===== config.mk =====
export PLATFORM = sky130hd
export DESIGN_NAME = mem_bus_arbiter
export DESIGN_NICKNAME = d
export VERILOG_FILES = /design/src/rtl/mem_bus_arb_pkg.sv /design/src/rtl/arb_sat_counter.sv /design/src/rtl/mem_bus_arbiter.sv
export SDC_FILE = /design/constraint.sdc
export NUM_CORES = 1
export LEC_CHECK = 0
export ABC_AREA = 0
export CORE_AREA = 4 4 41 43
export DETAILED_ROUTE_END_ITERATION = 12
export DIE_AREA = 0 0 45 47
export GPL_TIMING_DRIVEN = 0
export PLACE_DENSITY = 0.76
export SYNTH_ARGS = -nofsm -noshare
export SYNTH_HDL_FRONTEND = slang
export SYNTH_SLANG_ARGS = --single-unit

===== constraint.sdc =====
create_clock -name CLK -period 2.9 [get_ports CLK]
set_input_delay 0.58 -clock CLK [delete_from_list [all_inputs] [get_ports CLK]]
set_output_delay 0.58 -clock CLK [all_outputs]
set_load 0.02 [all_outputs]

===== src/rtl/mem_bus_arb_pkg.sv =====
`default_nettype none
// ============================================================================
// Module   : mem_bus_arb_pkg
// Purpose  : Shared types and constants for the CPU/DMA memory bus arbiter.
//            Arbiter state encoding, bus-owner codes and the hold-counter width.
// Ports    : none (package)
// Revision : 1.0 - initial release
// ============================================================================
package mem_bus_arb_pkg;

    localparam int HOLD_CNT_W = 8;

    localparam logic OWNER_CPU = 1'b0;
    localparam logic OWNER_DMA = 1'b1;

    typedef logic [1:0] arb_state_t;

    localparam arb_state_t c_CPU_OWN  = 2'd0;
    localparam arb_state_t c_WAIT_CPU = 2'd1;
    localparam arb_state_t c_DMA_OWN  = 2'd2;
    localparam arb_state_t c_RELEASE  = 2'd3;

endpackage
`default_nettype wire


===== src/rtl/arb_sat_counter.sv =====
`default_nettype none
// ============================================================================
// Module   : arb_sat_counter
// Purpose  : Up-counter that saturates at MAX, with synchronous clear.
//            Clear has priority over increment.
// Ports    : clk    - clock
//            rst    - synchronous active-high reset (loads RST_VAL)
//            i_inc  - increment by one unless already at MAX
//            i_clr  - force count to zero
//            o_cnt  - current count
// Revision : 1.0 - initial release
// ============================================================================
module arb_sat_counter #(
    parameter int WIDTH   = 8,
    parameter int MAX     = 255,
    parameter int RST_VAL = 0
) (
    input  logic             clk,
    input  logic             rst,
    input  logic             i_inc,
    input  logic             i_clr,
    output logic [WIDTH-1:0] o_cnt
);

    localparam logic [WIDTH-1:0] c_MAX = WIDTH'(MAX);
    localparam logic [WIDTH-1:0] c_RST = WIDTH'(RST_VAL);

    logic [WIDTH-1:0] r_cnt;

    always_ff @(posedge clk) begin
        if (rst) begin
            r_cnt <= c_RST;
        end else if (i_clr) begin
            r_cnt <= '0;
        end else if (i_inc && (r_cnt != c_MAX)) begin
            r_cnt <= r_cnt + WIDTH'(1);
        end
    end

    assign o_cnt = r_cnt;

endmodule
`default_nettype wire


===== src/rtl/mem_bus_arbiter.sv =====
`default_nettype none
// ============================================================================
// Module   : mem_bus_arbiter
// Purpose  : Hands the shared memory bus between the CPU and a DMA engine.
//            A DMA request stalls the CPU, waits for the CPU access in flight
//            to drain, then grants the bus. On release a one-cycle turnaround
//            is inserted and the CPU is guaranteed MIN_CPU_SLOT cycles before
//            the DMA may be granted again.
//            Optional feature macro: ARB_STARVE_GUARD_EN - when defined, a DMA
//            grant that has lasted MAX_DMA_HOLD cycles is withdrawn on a word
//            boundary if the CPU is asking for the bus.
// Ports    : CLK          in   system clock
//            reset        in   synchronous active-high reset
//            BR           in   DMA bus request (level)
//            cpu_mem_req  in   CPU wants a memory access
//            cpu_mem_busy in   CPU access in flight (no owner change)
//            BG           out  bus grant to DMA (registered)
//            cpu_stall    out  CPU must not start an access (registered)
//            bus_owner    out  0=CPU, 1=DMA (registered, equals BG)
//            dma_hold_cnt out  DMA_OWN cycles in the current grant, sat. 255
//            revoke       out  one-cycle pulse on a forced withdrawal
// Revision : 1.0 - initial release
// ============================================================================
module mem_bus_arbiter
    import mem_bus_arb_pkg::*;
#(
    parameter int MEM_LAT      = 4,
    parameter int MAX_DMA_HOLD = 8,
    parameter int MIN_CPU_SLOT = 1
) (
    input  logic                  CLK,
    input  logic                  reset,
    input  logic                  BR,
    input  logic                  cpu_mem_req,
    input  logic                  cpu_mem_busy,
    output logic                  BG,
    output logic                  cpu_stall,
    output logic                  bus_owner,
    output logic [HOLD_CNT_W-1:0] dma_hold_cnt,
    output logic                  revoke
);

    localparam int c_PH_W   = (MEM_LAT > 1) ? $clog2(MEM_LAT) : 1;
    localparam int c_SLOT_W = $clog2(MIN_CPU_SLOT + 1);

    localparam logic [c_PH_W-1:0]   c_PH_LAST  = c_PH_W'(MEM_LAT - 1);
    localparam logic [c_SLOT_W-1:0] c_SLOT_MIN = c_SLOT_W'(MIN_CPU_SLOT);

    arb_state_t              r_state;
    arb_state_t              w_next_state;
    logic                    r_bg;
    logic                    r_stall;
    logic                    r_owner;
    logic                    r_revoke;
    logic [c_PH_W-1:0]       r_phase;
    logic [HOLD_CNT_W-1:0]   w_hold_cnt;
    logic [c_SLOT_W-1:0]     w_slot_cnt;
    logic                    w_in_cpu;
    logic                    w_in_dma;
    logic                    w_in_release;
    logic                    w_slot_ok;
    logic                    w_force_revoke;

    assign w_in_cpu     = (r_state == c_CPU_OWN);
    assign w_in_dma     = (r_state == c_DMA_OWN);
    assign w_in_release = (r_state == c_RELEASE);
    assign w_slot_ok    = (w_slot_cnt >= c_SLOT_MIN);

`ifdef ARB_STARVE_GUARD_EN
    localparam logic [HOLD_CNT_W-1:0] c_HOLD_MAX = HOLD_CNT_W'(MAX_DMA_HOLD);

    // Only withdraw on a word boundary so a DMA word write is never split.
    // A plain BR drop takes the normal release path and does not pulse revoke.
    assign w_force_revoke = w_in_dma && BR && cpu_mem_req &&
                            (w_hold_cnt >= c_HOLD_MAX) && (r_phase == '0);
`else
    logic w_unused_ok;

    assign w_force_revoke = 1'b0;
    assign w_unused_ok    = ^{cpu_mem_req, r_phase, 1'(MAX_DMA_HOLD)};
`endif

    // Counts cycles spent in DMA_OWN. Cleared while in RELEASE so the final
    // grant length stays visible during the turnaround cycle.
    arb_sat_counter #(
        .WIDTH   (HOLD_CNT_W),
        .MAX     ((1 << HOLD_CNT_W) - 1),
        .RST_VAL (0)
    ) u_hold_cnt (
        .clk   (CLK),
        .rst   (reset),
        .i_inc (w_in_dma),
        .i_clr (w_in_release),
        .o_cnt (w_hold_cnt)
    );

    // CPU slot counter; resets to the full slot so BR is honoured right away.
    arb_sat_counter #(
        .WIDTH   (c_SLOT_W),
        .MAX     (MIN_CPU_SLOT),
        .RST_VAL (MIN_CPU_SLOT)
    ) u_slot_cnt (
        .clk   (CLK),
        .rst   (reset),
        .i_inc (w_in_cpu),
        .i_clr (w_in_release),
        .o_cnt (w_slot_cnt)
    );

    // Word phase within a MEM_LAT-cycle DMA write.
    always_ff @(posedge CLK) begin
        if (reset) begin
            r_phase <= '0;
        end else if (w_in_release) begin
            r_phase <= '0;
        end else if (w_in_dma) begin
            r_phase <= (r_phase == c_PH_LAST) ? '0 : r_phase + c_PH_W'(1);
        end
    end

    always_ff @(posedge CLK) begin
        if (reset) begin
            r_state <= c_CPU_OWN;
        end else begin
            r_state <= w_next_state;
        end
    end

    always_comb begin
        w_next_state = r_state;
        case (r_state)
            c_CPU_OWN: begin
                if (BR && w_slot_ok) begin
                    w_next_state = c_WAIT_CPU;
                end
            end
            c_WAIT_CPU: begin
                if (!BR) begin
                    w_next_state = c_CPU_OWN;
                end else if (!cpu_mem_busy) begin
                    w_next_state = c_DMA_OWN;
                end
            end
            c_DMA_OWN: begin
                if (!BR || w_force_revoke) begin
                    w_next_state = c_RELEASE;
                end
            end
            c_RELEASE: begin
                w_next_state = c_CPU_OWN;
            end
            default: begin
                w_next_state = c_CPU_OWN;
            end
        endcase
    end

    // Outputs are a registered decode of the current state, so they trail the
    // state register by one cycle; reset clears them on the same edge.
    always_ff @(posedge CLK) begin
        if (reset) begin
            r_bg     <= 1'b0;
            r_stall  <= 1'b0;
            r_owner  <= OWNER_CPU;
            r_revoke <= 1'b0;
        end else begin
            r_bg     <= w_in_dma;
            r_stall  <= !w_in_cpu;
            r_owner  <= w_in_dma ? OWNER_DMA : OWNER_CPU;
            r_revoke <= w_force_revoke;
        end
    end

    assign BG           = r_bg;
    assign cpu_stall    = r_stall;
    assign bus_owner    = r_owner;
    assign revoke       = r_revoke;
    assign dma_hold_cnt = w_hold_cnt;

endmodule
`default_nettype wire


# Word level (Yosys, flattened, before mapping)
# Cells that the tools add are included.
# op_classes
addsub	2
order_cmp	1
eq_ne	7
muxes	8
bitwise_logic	1
reduce_logical	8
# ops
cell	n
8-bit by 1-bit adder with 8-bit output, second input constant	1
2-bit 2-to-1 mux	4
8-bit inequality test, second input constant	1
2-bit case mux with 4 select lines	1
2-bit equality test, second input constant	2
2-bit inequality test, second input constant	2
1-bit logical AND	3
1-bit 2-to-1 mux	3
3-bit inequality test, second input constant	1
3-bit AND reduction	1
2-bit by 1-bit equality test with 1-bit output, second input constant	1
2-bit logical NOT	1
2-bit nonzero test	1
2-bit OR reduction	1
1-bit adder, second input constant	1
1-bit greater-or-equal comparator, second input constant	1
1-bit logical NOT	1
1-bit NOT	1
# totals
ff_bits	14
inputBits	5
wordCells	33

# Depth between registers and ports, before layout
# Gate-level depths: netlist of run 1.
# depth
ltp_word	4
mapped_depth	5
ltp_nobuf	5

# Modules after synthesis
# Synthesis of run 1 repeated with hierarchy kept, for this count alone.
# unflattened
hier_cells	70
hier_area_um2	658.1
# modules_own_cells
module	instances	cells_per_inst	area_each_um2	seq_area_each_um2
arb_sat_counter (u_hold_cnt)	1	47	435.4	160.2
mem_bus_arbiter	1	20	187.7	80.1
arb_sat_counter (u_slot_cnt)	1	3	35.0	20.0

# Worst setup path after synthesis of run 1
# No wires, ideal clock.
# synth_path
path_kind	register to register
start	register u_hold_cnt.r_cnt[2] (netlist: u_hold_cnt.o_cnt[2])
end	register u_hold_cnt.r_cnt[5] (netlist: u_hold_cnt.o_cnt[5])
arrival_ns	1.348
path_slack_ns	1.482
stages_incl_launch_ff	5
path_buffers	0
synth_period_minus_slack_ns	1.418
cell_sequence	dfxtp_1 and3_1 nand2_2 or4_1 a21oi_1
# synth_between
elab_chain_cells	2
elab_cells_between_ends	3
classes_between	add/sub: 1; eq/ne: 1; reduce/logical: 1
# synth_lines
element	line	text
start: declaration	arb_sat_counter.sv:28	logic [WIDTH-1:0] r_cnt;
start signal: assignment	arb_sat_counter.sv:32	r_cnt <= c_RST;
start signal: assignment	arb_sat_counter.sv:36	r_cnt <= r_cnt + WIDTH'(1);
parallel branches: the longest is 2 deep, another holds 8-bit by 1-bit adder with 8-bit output	n/a	
# Parallel ways; which one is timed is not known.
# A chain may end at the register's enable or synchronous reset.

# Worst setup path after layout of run 1
# layout_path
start	register u_hold_cnt.r_cnt[3] (netlist: u_hold_cnt.o_cnt[3])
end	output dma_hold_cnt[3]
# layout_lines
element	line	text
end: declaration	mem_bus_arbiter.sv:39	output logic [HOLD_CNT_W-1:0] dma_hold_cnt,
# No word-level cell between the ends.

==> flow_summary.toml, run 1 <==
[final_layout]
num_antenna_cells = 0
num-nets-final = 94
fin_cells = 102
regArea_um2 = 260
multi_input_area_um2 = 307
n_fill_cell = 132
post-route-cell-area_um2 = 778
area_delta_synth_final_pct = 31.2
layout-drive-gt1-share_pct = 8.05

[route]
wl_per_cell_um = 12.2
drt-total-wl_um = 1240
vias_per_cell = 5.42
drtIter0Drc = 21
vias = 553
dr.pass1.iters = 4
drtAntennaViolNets = 0
route.detailed.drc = 0

[flow_run]
maxCapViolations = 0

[critical_path]
cp_max_fo = 7
path_cells = "clkdlybuf4s50_1"
crit_path_start_kind = "flop"
r2r_slack_ps = 1470
arrival_ps = 1350
crit_path_top_delay_cell = "clkdlybuf4s50_1"
endpoint_kind = "primary output"
cpPeakStageDelay_ps = 640
worstSetupPathType = "flop to primary output"
worstPathRequired_ps = 2320
critPathBufInv = 1
critPathTopFamily = "buffers and inverters"

[die]
dieArea_mm2 = 0.00212
die_x_um = 45
die_h_um = 47
core_mm2 = 0.00130
initial_core_util_pct = 45.6
io_pins = 17
rows = 13

[sta]
hold_viol = 0
setup_violations = 0
fin_hold_ws_ps = 518
max_freq_ghz = 0.519
fin_skew_ps = 5.78
fin_crit_ps = 1930
finalCritPeriodShare_pct = 66.5
rsz0062_at_grt = "no"
slew_violations = 0
timing.setup.tns_ps = 0

[global_route]
grt_first_pass_wirelength_um = 2050
grt_antenna_before_repair = 0
grt_overflow = 0
grt_pass1_vias = 460
grt_max_degree = 9
track_usage_pct = 13.3

[synth]
syn_area_per_cell_um2 = 8.60
synth_cell_type_count = 33
synth_area_um2 = 593
yosysWarnings = 0
postSynthCellCount = 69
ys_seq_area_share_pct = 43.9
synth-seq-cells = 13
syn-num-nets = 75

[placed_design]
io_buffers = 14
dp.cells = 98
dp_hpwl_um = 846
placed_cell_area_um2 = 752
gp_congestion = 0.821

[outcome]
status = "complete, no violations"

[pwr]
finalPower_mw = 0.325
power-per-cell-area_mw_per_mm2 = 418
ir_drop_v = 0.000308
leakage_nw = 0.283

[clocking]
cts.sinks = 13
holdBufCountCts = 0
path_clk_slew_ps = 80
ctsResizeCount = 0
cts_buffer_depth = 2
tritoncts = "built"
cts_root_buf = "clkbuf_4"
cts_buffers = 3
clk-insertion-delay-late_ps = 280
htreeDepth = 1
cts_setup_buffers = 0

[hold_path]
hp-class = "flop to flop"
path summary, 6_finish.rpt:
kind	start	to	depth (start not counted)
setup reg to reg	flop	u_hold_cnt.o_cnt[5]	4
hold reg to reg	u_slot_cnt.o_cnt	u_slot_cnt.o_cnt	2
hold / removal	u_slot_cnt.o_cnt	u_slot_cnt.o_cnt	2
setup / recovery	u_hold_cnt.o_cnt[3]	dma_hold_cnt[3]	1
report_power, final:
part | switching [mW] | internal, mW
clock network | 0.0605 | 0.0533
registers | 0.00355 | 0.182
logic | 0.0126 | 0.0135
cells in the mapped netlist:
master	instances	area share [%]
or3_1	1	1.1
nor4bb_1	1	1.7
nand2_1	4	2.5
nand2b_1	2	2.1
buf_1	1	0.63
nor3_1	3	2.5
and4b_1	1	1.7
ha_1	1	2.1
a211oi_1	1	1.3
a41oi_1	1	1.5
nand3_1	1	0.84
buf_4	2	2.5
and3_1	2	2.1
o211ai_1	1	1.3
or4_1	1	1.3
xor2_1	2	3.0
or2b_1	1	1.3
and2b_2	1	1.5
inv_1	2	1.3
nor2_1	10	6.3
nand2_2	1	1.1
and4_1	1	1.5
a2111oi_0	1	1.5
a31oi_1	1	1.1
nand4_1	1	1.1
o21ai_1	1	0.84
nand3b_1	1	1.3
o31ai_1	1	1.3
conb_1	1	0.63
dfxtp_1	13	44
o21ai_0	2	1.7
mux2i_1	1	1.7
a21oi_1	5	4.2
flip-flops by register name, indices dropped and copies added (netlist names), named ones only:
register          cells
u_hold_cnt.o_cnt      8
BG                    1
u_slot_cnt.o_cnt      1
r_state               1
cpu_stall             1
cell families after synthesis:
group / synth area share (%)
xor+xnor: 2.95
buf+inv: 4.43
flops: 43.9
compound gates: 14.6
mux: 1.69
other cells: 0.632
simple gates: 29.7
fa+ha+maj: 2.11
placed cells by master (no fill, tap or decap), types with 2 or more instances in the layout:
master	Yosys	final
clkdlybuf4s50_1	0	14
dfxtp_1	13	13
nor2_1	10	10
a21oi_1	5	5
nand2_1	4	4
nor3_1	3	3
clkbuf_4	0	3
inv_1	2	2
nand2b_1	2	2
and3_1	2	2
xor2_1	2	2
o21ai_0	2	2
buf_4	2	2
metrics by stage:
| stage | worst slack (ps) | utilization (%) |
|---|---|---|
| 2_1_floorplan | 1480 | - |
| 3_3_place_gp | 1060 | 57.8 |
| 3_5_place_dp | 1060 | 57.8 |
| 4_1_cts | 968 | 59.8 |
| 5_1_grt | 908 | 59.8 |
| 6_report | 973 | 59.8 |
metal layers:
metal / wire, um / vias to the layer above / global-route usage (%)
li1: - / 281 / -
met1: 597 / 238 / 18.2
met2: 527 / 32 / 18.6
met3: 101 / 2 / 3.83
met4: 13 / 0 / 7.02
met5: 0 / - / 0
worst min-delay path, cell delays in order (launching register included):
cell and delay (ps):
dfxtp_1 340, o21ai_0 90, nand2b_1 60
area by class of cell:
type	count	area share [%]
Inverter	2	0.965
Timing Repair Buffer	14	18.0
Buffer	3	2.41
Multi-Input combinational cell	51	39.4
Clock buffer	4	3.38
Sequential cell	13	33.4
Tap cell	15	2.41
(Power assumes the default switching activity.)
==> inputs of run 2 (changes only) <==
CORE_AREA = default   (was 4 4 41 43)
CORE_MARGIN = 4   (was default)
CORE_UTILIZATION = 40   (was default)
DIE_AREA = default   (was 0 0 45 47)
PLACE_DENSITY = 0.72   (was 0.76)
clock period = 1.6 ns   (was 2.9 ns; I/O delays follow)
==> flow_summary.toml, run 2 (same netlist as run 1, synthesis figures left out) <==
[outcome]
status = "complete, no violations"

[die]
die_x_um = 46.5
die_h_um = 46.5
io_pins = 17
rows = 13
initial_core_util_pct = 43.9
core_mm2 = 0.00135
dieArea_mm2 = 0.00216

[critical_path]
endpoint_kind = "primary output"
critPathBufInv = 1
path_cells = "clkdlybuf4s50_1"
arrival_ps = 1180
cp_max_fo = 1
worstSetupPathType = "flop to primary output"
crit_path_start_kind = "flop"
crit_path_top_delay_cell = "clkdlybuf4s50_1"
cpPeakStageDelay_ps = 590
worstPathRequired_ps = 1280
critPathTopFamily = "buffers and inverters"

[sta]
slew_violations = 0
max_freq_ghz = 0.667
finalCritPeriodShare_pct = 93.7
timing.setup.tns_ps = 0
setup_violations = 0
fin_crit_ps = 1500
post-route-worst-setup-slack_ps = 100
fin_skew_ps = 2.60
hold_viol = 0
rsz0062_at_grt = "no"

[final_layout]
layout-drive-gt1-share_pct = 8.05
largest_reg_flops = 8
final_common_cell = "dfxtp_1"
final_cell_mix = "dfxtp_1, nor2_1, dlygate4sd2_1"
num_antenna_cells = 0
n_fill_cell = 136
area_delta_synth_final_pct = 29.7
num-nets-final = 94

[global_route]
grt_first_pass_wirelength_um = 1980
grt_pass1_vias = 460
grt_antenna_before_repair = 0
gr-usage-met3_pct = 6.25
grt_max_degree = 9
use_met1_pct = 15.1
grt_overflow = 0
track_usage_pct = 14.0
use_met2_pct = 20.3
grt.busiest_layer = "met2"

[clocking]
cts_buffer_depth = 2
cts_root_buf = "clkbuf_4"
clk-insertion-delay-late_ps = 280
path_clk_slew_ps = 70
tritoncts = "built"
cts.sinks = 13
cts_buffers = 3
htreeDepth = 1
holdBufCountCts = 0

[pwr]
power-per-cell-area_mw_per_mm2 = 758
finalPower_mw = 0.583
leakage_nw = 0.345
ir_drop_v = 0.000400

[route]
vias = 534
route.detailed.drc = 0
wl_per_cell_um = 11.8
dr.pass1.iters = 2
vias_per_cell = 5.24
drt-total-wl_um = 1200
drtIter0Drc = 7
drtAntennaViolNets = 0

[placed_design]
preCtsSetupSlack_ps = 8.07
io_buffers = 14
gp_congestion = 0.750
dp_hpwl_um = 901

[hold_path]
hp-class = "flop to flop"

[flow_run]
maxCapViolations = 0
## run 2: stage by stage
stage	std cells	cell area (um2)	util, %	hold slack, ps
floorplan	69	593	-	391
global route	102	769	57.0	539
CTS	102	767	56.8	514
global placement	98	752	55.7	501
detailed placement	98	752	55.7	498
finish	102	769	57.0	521
## run 2: worst paths after layout
path                                  startpoint                  end  slack [ps]  cells past startpoint
worst min-delay path            u_slot_cnt.o_cnt     u_slot_cnt.o_cnt         520                      2
worst max-delay path                   cpu_stall            cpu_stall         100                      1
worst max register to register        r_state[0]  u_hold_cnt.o_cnt[5]         180                      4
worst min register to register  u_slot_cnt.o_cnt     u_slot_cnt.o_cnt         520                      2
## run 2: area by class of cell
| class | count | area (um2) | share of cell area (%) |
|---|---|---|---|
| multi-input cells | 51 | 307 | 39.8 |
| flip-flops and latches | 13 | 260 | 33.8 |
| repair buffers | 14 | 131 | 17.1 |
| clock buffers | 4 | 26.3 | 3.41 |
| plain buffers | 3 | 18.8 | 2.44 |
| well taps | 15 | 18.8 | 2.44 |
| inverters | 2 | 7.51 | 0.976 |
## run 2: timing repair
item                                    CTS  global route
resized for setup                         9             1
pin swaps                                 0             0
setup buffers                             0             0
endpoints found under the hold margin     0             0
endpoints found under the setup margin    9             1
## run 2: where the power goes
part | internal (mW) | switching [mW] | total [mW] | leakage [nW]
sequential | 0.329 | 0.00632 | 0.335 | 0.105
combinational | 0.0235 | 0.0225 | 0.0460 | 0.225
clock | 0.0969 | 0.105 | 0.202 | 0.0150
## run 2: per-layer routing
metal  up-vias  wire length (um)
li1        280                 -
met1       239               563
met2        10               520
met3         5                74
met4         0                41
met5         -                 0
## run 2: worst register-to-register path, stage by stage, from the launching register on
cell and delay, ps:
dfxtp_1 370, and2b_2 290, nand2_2 90, or4_1 470, a21oi_1 140
==> inputs of run 3 (changes only) <==
CORE_MARGIN = 3   (was 4)
==> flow_summary.toml, run 3 (same netlist as run 1, synthesis figures left out) <==
[pwr]
power-per-cell-area_mw_per_mm2 = 753
finalPower_mw = 0.578
ir_drop_v = 0.000455
leakage_nw = 0.326

[route]
vias = 540
route.detailed.drc = 0
drtAntennaViolNets = 0
wl_per_cell_um = 11.2
dr.pass1.iters = 4
drt-total-wl_um = 1140
drtIter0Drc = 15
vias_per_cell = 5.29

[critical_path]
arrival_ps = 1200
crit_path_start_kind = "flop"
r2r_slack_ps = 170
critPathTopFamily = "buffers and inverters"
cpPeakStageDelay_ps = 600
cp_max_fo = 2
critPathBufInv = 1
crit_path_top_delay_cell = "clkdlybuf4s50_1"
path_cells = "clkdlybuf4s50_1"
worstSetupPathType = "flop to primary output"
endpoint_kind = "primary output"
worstPathRequired_ps = 1280

[sta]
max_freq_ghz = 0.659
hold_viol = 0
setup_violations = 0
slew_violations = 0
fin_crit_ps = 1520
finalCritPeriodShare_pct = 94.9
post-route-worst-setup-slack_ps = 82.1
fin_skew_ps = 4.31
rsz0062_at_grt = "no"
fin_hold_ws_ps = 524
timing.setup.tns_ps = 0

[global_route]
grt_antenna_before_repair = 0
track_usage_pct = 14.3
grt_first_pass_wirelength_um = 1990
grt_pass1_vias = 440
grt.busiest_layer = "met1"
gr-usage-met3_pct = 7.72
use_met1_pct = 18.9
grt_max_degree = 9
use_met2_pct = 18.3
grt_overflow = 0

[placed_design]
gp_congestion = 0.810
io_buffers = 14
dp.cells = 98
preCtsSetupSlack_ps = 16.8
dp_hpwl_um = 858

[clocking]
tritoncts = "built"
clk-insertion-delay-late_ps = 270
path_clk_slew_ps = 70
cts_buffers = 3
cts_buffer_depth = 2
holdBufCountCts = 0
cts_root_buf = "clkbuf_4"
cts.sinks = 13
htreeDepth = 1

[final_layout]
regArea_um2 = 260
n_fill_cell = 137
num-nets-final = 94
final_cell_mix = "dfxtp_1, nor2_1, dlygate4sd2_1"
multi_input_area_um2 = 307
num_antenna_cells = 0
fin_cells = 102
final_common_cell = "dfxtp_1"
layout-drive-gt1-share_pct = 8.05
area_delta_synth_final_pct = 29.3
largest_reg_flops = 8

[die]
core_mm2 = 0.00135
dieArea_mm2 = 0.00198
die_h_um = 44.5
io_pins = 17
die_x_um = 44.5
rows = 13
initial_core_util_pct = 43.9

[flow_run]
maxCapViolations = 0

[outcome]
status = "complete, no violations"

[hold_path]
hp-class = "flop to flop"
## run 3: changes by cell type in the layout (fill, tap and decap cells not counted), sizes merged
cell | before | now
dlymetal6s2s | 1 | 0
clkdlybuf4s50 | 4 | 5
## run 3: path summary, 6_finish.rpt
kind	start	end	cells past startpoint
max	BG	BG	1
min	u_slot_cnt.o_cnt	u_slot_cnt.o_cnt	2
max reg2reg	flop	u_hold_cnt.o_cnt[5]	4
min reg2reg	u_slot_cnt.o_cnt	u_slot_cnt.o_cnt	2
## run 3: metal layers
layer | share of wire, % | wire (um)
met5 | 0 | 0
met4 | 0.97 | 11
met3 | 7.0 | 80
met2 | 42 | 476
met1 | 50 | 570
## run 3: where the power goes
part	total (mW)	switching (mW)	leakage (nW)	internal (mW)
Sequential	0.336	0.00652	0.105	0.329
Combinational	0.0464	0.0228	0.206	0.0236
Clock	0.196	0.0991	0.0150	0.0967
## run 3: worst min-delay path, cell delays in order, from the launching register on
cell and delay [ps]:
dfxtp_1 340, o21ai_0 90, nand2b_1 60
## run 3: final cells by class
cell class | count | share of cell area (%)
buffer | 3 | 2.45
multi-input combinational | 51 | 40.0
clock buffer | 4 | 3.43
sequential | 13 | 33.9
timing repair buffer | 14 | 16.8
tap | 15 | 2.45
inverter | 2 | 0.979
## run 3: what timing repair did
item                       in CTS  in global routing
resized for setup               9                  0
setup endpoints to repair       9                  0
buffers inserted                0                  0
## run 3: metrics by stage
step | utilization [%] | cell area (um2)
finish | 56.8 | 767
global route | 56.8 | 767
floorplan | - | 593
global placement | 55.7 | 752
detailed placement | 55.7 | 752
CTS | 56.8 | 767
